--- src/rtl/pc_pkg.sv ---
// Shared types for the program-counter sequencer.
//   pc_op_t    : 3-bit sequencing opcode; codes 5..7 are unassigned and
//                execute as OP_INC.
//   pc_state_t : sequencer FSM states.
package pc_pkg;

  typedef enum logic [2:0] {
    OP_INC    = 3'd0,
    OP_BR_REL = 3'd1,
    OP_BR_ABS = 3'd2,
    OP_CALL   = 3'd3,
    OP_RET    = 3'd4
  } pc_op_t;

  typedef enum logic [1:0] {
    ST_IDLE = 2'd0,
    ST_RUN  = 2'd1,
    ST_HALT = 2'd2
  } pc_state_t;

  // Width of a counter able to hold 0..n inclusive.
  function automatic int cnt_width(input int n);
    return (n < 1) ? 1 : $clog2(n + 1);
  endfunction

endpackage

--- src/rtl/pc_sequencer_if.sv ---
// Control/status bundle of the program-counter sequencer.
//   master : drives start/start_address/stall/halt/op/taken/target,
//            observes prog_ctr/done/stk_depth/ovf/unf.
//   slave  : the sequencer side (directions reversed).
// op is carried as raw 3 bits so unassigned codes can reach the sequencer.
interface pc_sequencer_if #(
  parameter int D  = 12,
  parameter int SD = 4
);
  import pc_pkg::*;

  localparam int SW = cnt_width(SD);

  logic          start;
  logic [D-1:0]  start_address;
  logic          stall;
  logic          halt;
  logic [2:0]    op;
  logic          taken;
  logic [D-1:0]  target;
  logic [D-1:0]  prog_ctr;
  logic          done;
  logic [SW-1:0] stk_depth;
  logic          ovf;
  logic          unf;

  modport master (
    output start, start_address, stall, halt, op, taken, target,
    input  prog_ctr, done, stk_depth, ovf, unf
  );

  modport slave (
    input  start, start_address, stall, halt, op, taken, target,
    output prog_ctr, done, stk_depth, ovf, unf
  );

endinterface

--- src/rtl/pc_ret_stack.sv ---
// Return-address LIFO for the sequencer.
// Ports:
//   clk, reset         : clock, async active-high reset (clears depth only)
//   clear              : synchronous empty, takes priority over push/pop
//   push, push_data    : write push_data on top (ignored when full)
//   pop                : discard top entry (ignored when empty)
//   data               : current top entry (valid when !empty)
//   depth, full, empty : occupancy status
// The caller never asserts push and pop together.
module pc_ret_stack
  import pc_pkg::*;
#(
  parameter int D  = 12,
  parameter int SD = 4
) (
  input  logic                   clk,
  input  logic                   reset,
  input  logic                   clear,
  input  logic                   push,
  input  logic                   pop,
  input  logic [D-1:0]           push_data,
  output logic [D-1:0]           data,
  output logic [cnt_width(SD)-1:0] depth,
  output logic                   full,
  output logic                   empty
);

  localparam int DW = cnt_width(SD);
  localparam int AW = (SD > 1) ? $clog2(SD) : 1;

  logic [D-1:0]  mem [SD];
  logic [DW-1:0] depth_q;
  logic [DW-1:0] depth_m1;
  logic [AW-1:0] wr_idx;
  logic [AW-1:0] rd_idx;

  assign depth_m1 = depth_q - DW'(1);
  assign wr_idx   = depth_q[AW-1:0];
  assign rd_idx   = depth_m1[AW-1:0];

  assign full  = (depth_q == DW'(SD));
  assign empty = (depth_q == '0);
  assign depth = depth_q;
  assign data  = mem[rd_idx];

  always_ff @(posedge clk or posedge reset) begin
    if (reset) begin
      depth_q <= '0;
    end else if (clear) begin
      depth_q <= '0;
    end else if (push && !full) begin
      depth_q <= depth_q + DW'(1);
    end else if (pop && !empty) begin
      depth_q <= depth_m1;
    end
  end

  // Entry storage carries no reset; only depth qualifies validity.
  always_ff @(posedge clk) begin
    if (!clear && push && !full) begin
      mem[wr_idx] <= push_data;
    end
  end

endmodule

--- src/rtl/pc_sequencer.sv ---
// Program-counter sequencer with branch, call/return and halt control.
// Ports:
//   clk   : system clock, rising edge
//   reset : async active-high reset
//   bus   : pc_sequencer_if.slave (commands in, prog_ctr/status out)
//
// state   | meaning
// --------+-------------------------------------------------------
// ST_IDLE | after reset; ignores op/halt/stall, waits for start
// ST_RUN  | executes one op per unstalled cycle
// ST_HALT | frozen, done=1; only start or reset leaves it
//
// Cycle priority: reset > start > stall > halt > op.
module pc_sequencer
  import pc_pkg::*;
#(
  parameter int D  = 12,
  parameter int SD = 4
) (
  input  logic           clk,
  input  logic           reset,
  pc_sequencer_if.slave  bus
);

  pc_state_t    state_q, state_d;
  logic [D-1:0] pc_q, pc_d;
  logic         ovf_q, ovf_d;
  logic         unf_q, unf_d;

  logic         stk_clear, stk_push, stk_pop;
  logic [D-1:0] stk_data;
  logic         stk_full, stk_empty;
  logic [D-1:0] pc_inc;

  assign pc_inc = pc_q + D'(1);

  pc_ret_stack #(.D(D), .SD(SD)) u_stack (
    .clk       (clk),
    .reset     (reset),
    .clear     (stk_clear),
    .push      (stk_push),
    .pop       (stk_pop),
    .push_data (pc_inc),
    .data      (stk_data),
    .depth     (bus.stk_depth),
    .full      (stk_full),
    .empty     (stk_empty)
  );

  always_ff @(posedge clk or posedge reset) begin
    if (reset) begin
      state_q <= ST_IDLE;
      pc_q    <= '0;
      ovf_q   <= 1'b0;
      unf_q   <= 1'b0;
    end else begin
      state_q <= state_d;
      pc_q    <= pc_d;
      ovf_q   <= ovf_d;
      unf_q   <= unf_d;
    end
  end

  always_comb begin
    state_d   = state_q;
    pc_d      = pc_q;
    ovf_d     = ovf_q;
    unf_d     = unf_q;
    stk_clear = 1'b0;
    stk_push  = 1'b0;
    stk_pop   = 1'b0;

    if (bus.start) begin
      state_d   = ST_RUN;
      pc_d      = bus.start_address;
      ovf_d     = 1'b0;
      unf_d     = 1'b0;
      stk_clear = 1'b1;
    end else if (state_q == ST_RUN && !bus.stall) begin
      if (bus.halt) begin
        state_d = ST_HALT;
      end else begin
        case (bus.op)
          OP_BR_REL: pc_d = bus.taken ? (pc_q + bus.target) : pc_inc;
          OP_BR_ABS: pc_d = bus.taken ? bus.target : pc_inc;
          OP_CALL: begin
            // The jump happens even when the return address cannot be saved.
            pc_d = bus.target;
            if (stk_full) ovf_d = 1'b1;
            else          stk_push = 1'b1;
          end
          OP_RET: begin
            if (stk_empty) begin
              pc_d  = pc_inc;
              unf_d = 1'b1;
            end else begin
              pc_d    = stk_data;
              stk_pop = 1'b1;
            end
          end
          default: pc_d = pc_inc;
        endcase
      end
    end
  end

  assign bus.prog_ctr = pc_q;
  assign bus.done     = (state_q == ST_HALT);
  assign bus.ovf      = ovf_q;
  assign bus.unf      = unf_q;

endmodule

--- src/flat_wrapper.sv ---
// flat-port wrapper written by rule: the top's interface ports become plain ports
module pc_sequencer_flat import pc_pkg::*;
#(
  parameter int D  = 12,
  parameter int SD = 4
)
  (clk, reset, bus_start, bus_start_address, bus_stall, bus_halt, bus_op, bus_taken, bus_target, bus_prog_ctr, bus_done, bus_stk_depth, bus_ovf, bus_unf);
  pc_sequencer_if #(.D(D), .SD(SD)) bus_i ();
  input  logic clk;
  input  logic reset;
  input wire logic [$bits(bus_i.start)-1:0] bus_start;
  input wire logic [$bits(bus_i.start_address)-1:0] bus_start_address;
  input wire logic [$bits(bus_i.stall)-1:0] bus_stall;
  input wire logic [$bits(bus_i.halt)-1:0] bus_halt;
  input wire logic [$bits(bus_i.op)-1:0] bus_op;
  input wire logic [$bits(bus_i.taken)-1:0] bus_taken;
  input wire logic [$bits(bus_i.target)-1:0] bus_target;
  output wire logic [$bits(bus_i.prog_ctr)-1:0] bus_prog_ctr;
  output wire logic [$bits(bus_i.done)-1:0] bus_done;
  output wire logic [$bits(bus_i.stk_depth)-1:0] bus_stk_depth;
  output wire logic [$bits(bus_i.ovf)-1:0] bus_ovf;
  output wire logic [$bits(bus_i.unf)-1:0] bus_unf;
  assign bus_i.start = bus_start;
  assign bus_i.start_address = bus_start_address;
  assign bus_i.stall = bus_stall;
  assign bus_i.halt = bus_halt;
  assign bus_i.op = bus_op;
  assign bus_i.taken = bus_taken;
  assign bus_i.target = bus_target;
  assign bus_prog_ctr = bus_i.prog_ctr;
  assign bus_done = bus_i.done;
  assign bus_stk_depth = bus_i.stk_depth;
  assign bus_ovf = bus_i.ovf;
  assign bus_unf = bus_i.unf;
  pc_sequencer #(.D(D), .SD(SD)) u_core (.clk(clk), .reset(reset), .bus(bus_i));
endmodule
--- config.mk ---
export PLATFORM = sky130hd
export DESIGN_NAME = pc_sequencer_flat
export DESIGN_NICKNAME = d
export VERILOG_FILES = /design/src/rtl/pc_pkg.sv /design/src/rtl/pc_sequencer_if.sv /design/src/rtl/pc_ret_stack.sv /design/src/rtl/pc_sequencer.sv /design/src/flat_wrapper.sv
export SDC_FILE = /design/constraint.sdc
export NUM_CORES = 1
export LEC_CHECK = 0
export CAP_MARGIN = 20
export CELL_PAD_IN_SITES_DETAIL_PLACEMENT = 0
export CELL_PAD_IN_SITES_GLOBAL_PLACEMENT = 1
export CORE_UTILIZATION = 40
export DETAILED_ROUTE_END_ITERATION = 10
export PLACE_DENSITY_LB_ADDON = 0.1
export SYNTH_ARGS = -nofsm -noshare
export SYNTH_HDL_FRONTEND = slang
export SYNTH_SLANG_ARGS = --single-unit
--- constraint.sdc ---
create_clock -name clk -period 2.95 [get_ports clk]
set_clock_uncertainty 0.2 [all_clocks]
set_input_delay 0.59 -clock clk [delete_from_list [all_inputs] [get_ports clk]]
set_output_delay 0.59 -clock clk [all_outputs]
set_load 0.05 [all_outputs]
==> metrics, run 1 <==
Total Routed Length=between 10 and 15 mm; Final min period=2.65 ns; Fmax=377 MHz; Max-slew headroom=0.501; Gate power share=0.218; main combinational cell family by area after synthesis=compound AO/OA/AOI/OAI gates; Hold Crit Start=u_core.bus.ovf; GRT Util Overall=0.238; Post-Synth Simple-Gate Area=0.121; fin. max-slew vios=0; Pre-Repair DR Iteration Count=4; status=finished clean; cell-internal power=1.76 mW; final setup fails=0; mux contribution to synthesized area=0.0737; R2R Path Start=u_core.u_stack.depth[1]; Synth area leaders=edfxtp_1 (38%), dfrtp_1 (12%), mux4_2 (7.1%), ha_1 (5.6%), nor2_1 (2.2%); Post-synth EDFFs=48; Hold-fix buffers, CTS=0; Mapped Nets=approximately 370; CP endpoint kind=output pin; I/O pin count=51; vias in the first global route=3,076; worst-skew pair later-pin latency=between 0.3 and 0.4 ns; CTS tree=yes; Ys Warns=0; xor/xnor cell area share of the yosys netlist=0.0390; Worst VDD drop=327 uV; die width=about 100 um; initial antenna violation count=0; Arr. time, crit path=1.86 ns; compound-cell area share of the yosys netlist=0.173; unrepaired setup endpoints after global routing=false; Layout Nets=448; area share of the largest cell type after synthesis=0.377; Post-Synth Adder-Cell Area=0.0636; fillers=839; die area=0.00994 mm2; Tcrit/Tclk final=0.900; Leak=1.80 nW; Mapped Cells=around 320; worst hold path depth=2; crit path launch=u_core.u_stack.depth[0]; clock share of power=0.347; Seq pwr share=0.435; post-detailed-route via-to-cell ratio=5.65; Cell Pwr Density=just over 500 mW/mm2; Clk pin slew, worst setup/hold paths=0.09 ns; Max Fanout on Critical Path=15; diode count=0; Clock Tree Buf Depth=2; I/O Buffers=50; synthesized area=~0.0038 mm2; Sink Count=67; proportion of layout cells with a drive suffix above 1=0.164; Worst EP required=approximately 2.2 ns; first-pass GRT wire length=17.3 mm; starting density of the core=0.413; most common cell after layout, fill and taps aside=clkdlybuf4s50_1; Setup Crit Path Kind=reg2out; Routed Antenna Nets=0; Hold WC Path Type=reg2reg; ys flop type=edfxtp_1; endpoints failing hold=0; core area=0.00924 mm2; async set-reset flop share out of synthesis=0.284; CTS root buffer=clkbuf_8; area leader, netlist=edfxtp_1; Netlist cell types=57; R2R depth=7; FF+latch count, synth=between 60 and 70; commonest non-fill, non-tap cells in the layout=clkdlybuf4s50_1 (50), edfxtp_1 (48), buf_4 (30); wire per inst=20.5 um; post-cts resize count=0; total clock buffers created by CTS=9; H-tree lvl count=3; Core Rows=35; initial DRC count=178; Synth-to-Final Area Change=28.2%; setup repair bufs after CTS=0; Residual DRC=0; Worst Setup Start Kind=register; vias=3,000; post-synthesis sequential area ratio=0.502; Worst Max-Slew Pin Slew=0.747 ns; grt ovf=0; switching power=0.773 mW; largest net degree at the start of global routing=24; Util after Layout=0.530; switch share=0.305; DP HPWL=7.94 mm; RePlAce Congestion=slightly below 0.8; syn avg cell area=12.0 um2; Die Span Y=99.7 um; max-cap viol count=0; final setup TNS=0 ns
state kept, by name, indices dropped and copies added, names as in the netlist:
name and cells:
u_core.bus.prog_ctr 12, u_core.bus.ovf 1, u_core.bus.unf 1, u_core.u_stack.mem 48
u_core.u_stack.depth 3, u_core.state_q 2
layout make-up:
class                           instances  area (um2)  area share
Multi-Input combinational cell        224        1790       0.366
Tap cell                              129         161      0.0330
Clock buffer                            9         124      0.0253
Timing Repair Buffer                   81         746       0.152
Inverter                               14        52.6      0.0107
Clock inverter                          7         101      0.0207
Sequential cell                        67        1920       0.392
critical path, stage by stage (launching register included):
cell and delay (ns):
dfrtp_2 0.36, buf_4 0.29, clkdlybuf4s50_1 0.86
synthesized netlist by cell type (3+ instances only):
cell type,number
xnor2_1,8
a21oi_1,16
xor2_1,9
a32oi_1,3
buf_2,5
o31ai_1,5
or4_1,3
a221o_1,7
dfrtp_1,19
a211oi_1,3
a22o_1,3
a221oi_1,7
nand2_1,17
a31oi_1,6
and3_1,3
o21ai_0,10
nor2_1,22
nor2b_1,4
clkbuf_1,7
nor3_1,3
edfxtp_1,48
and2_1,6
ha_1,17
mux4_2,12
o211ai_1,4
a21o_1,7
nand2b_1,5
inv_1,14
nand3_1,13
stage by stage:
stage | cell area (um2) | total power, mW | cells | setup slack, ns | hold WS, ns
floorplan | 3820 | 1.44 | 318 | 0.00329 | 0.300
global placement | 4670 | 1.67 | 515 | 0.0347 | 0.288
detailed placement | 4670 | 1.67 | 515 | 0.0159 | 0.297
CTS | 4900 | 2.55 | 531 | 0.259 | 0.316
global route | 4900 | 2.64 | 531 | 0.206 | 0.390
finish | 4900 | 2.53 | 531 | 0.296 | 0.310
final timing paths:
check                           slack [ns]                      to
max in group asynchronous             1.53  u_core.bus.prog_ctr[6]
worst max-delay path                  0.30        bus_stk_depth[0]
worst min register to register        0.31          u_core.bus.ovf
min in group asynchronous             0.47       u_core.state_q[1]
worst min-delay path                  0.31          u_core.bus.ovf
worst max register to register        0.30  u_core.bus.prog_ctr[3]
per-layer routing:
layer,global-route usage,up-vias,share of wire
met1,0.311,1490,0.45
met5,0,-,0
met3,0.0576,7,0.050
met4,0.0600,0,0.0091
met2,0.396,96,0.49
li1,-,1407,-
power by group through the flow:
stage / registers (mW) / logic [mW] / clock network [mW]
after floorplan: 1.18 / 0.262 / 0
after global placement: 1.12 / 0.544 / 0
after detailed placement: 1.12 / 0.548 / 0
after CTS: 1.10 / 0.552 / 0.892
after global routing: 1.11 / 0.599 / 0.932
final: 1.10 / 0.552 / 0.880
logic make-up after synthesis:
family	Yosys count
AOI/OAI and AO/OA	88
muxes	13
adders and majority gates	19
buffers and inverters	27
xor gates and xnor gates	17
DFF	67
and+or+nand+nor	87
No activity file was read; power rests on OpenSTA's default activity.
==> inputs of run 2 (changes only) <==
- TNS_END_PERCENT: unset -> 50
==> results of run 2 <==
The final DEF is identical to that of run 1; final timing and power are the same.
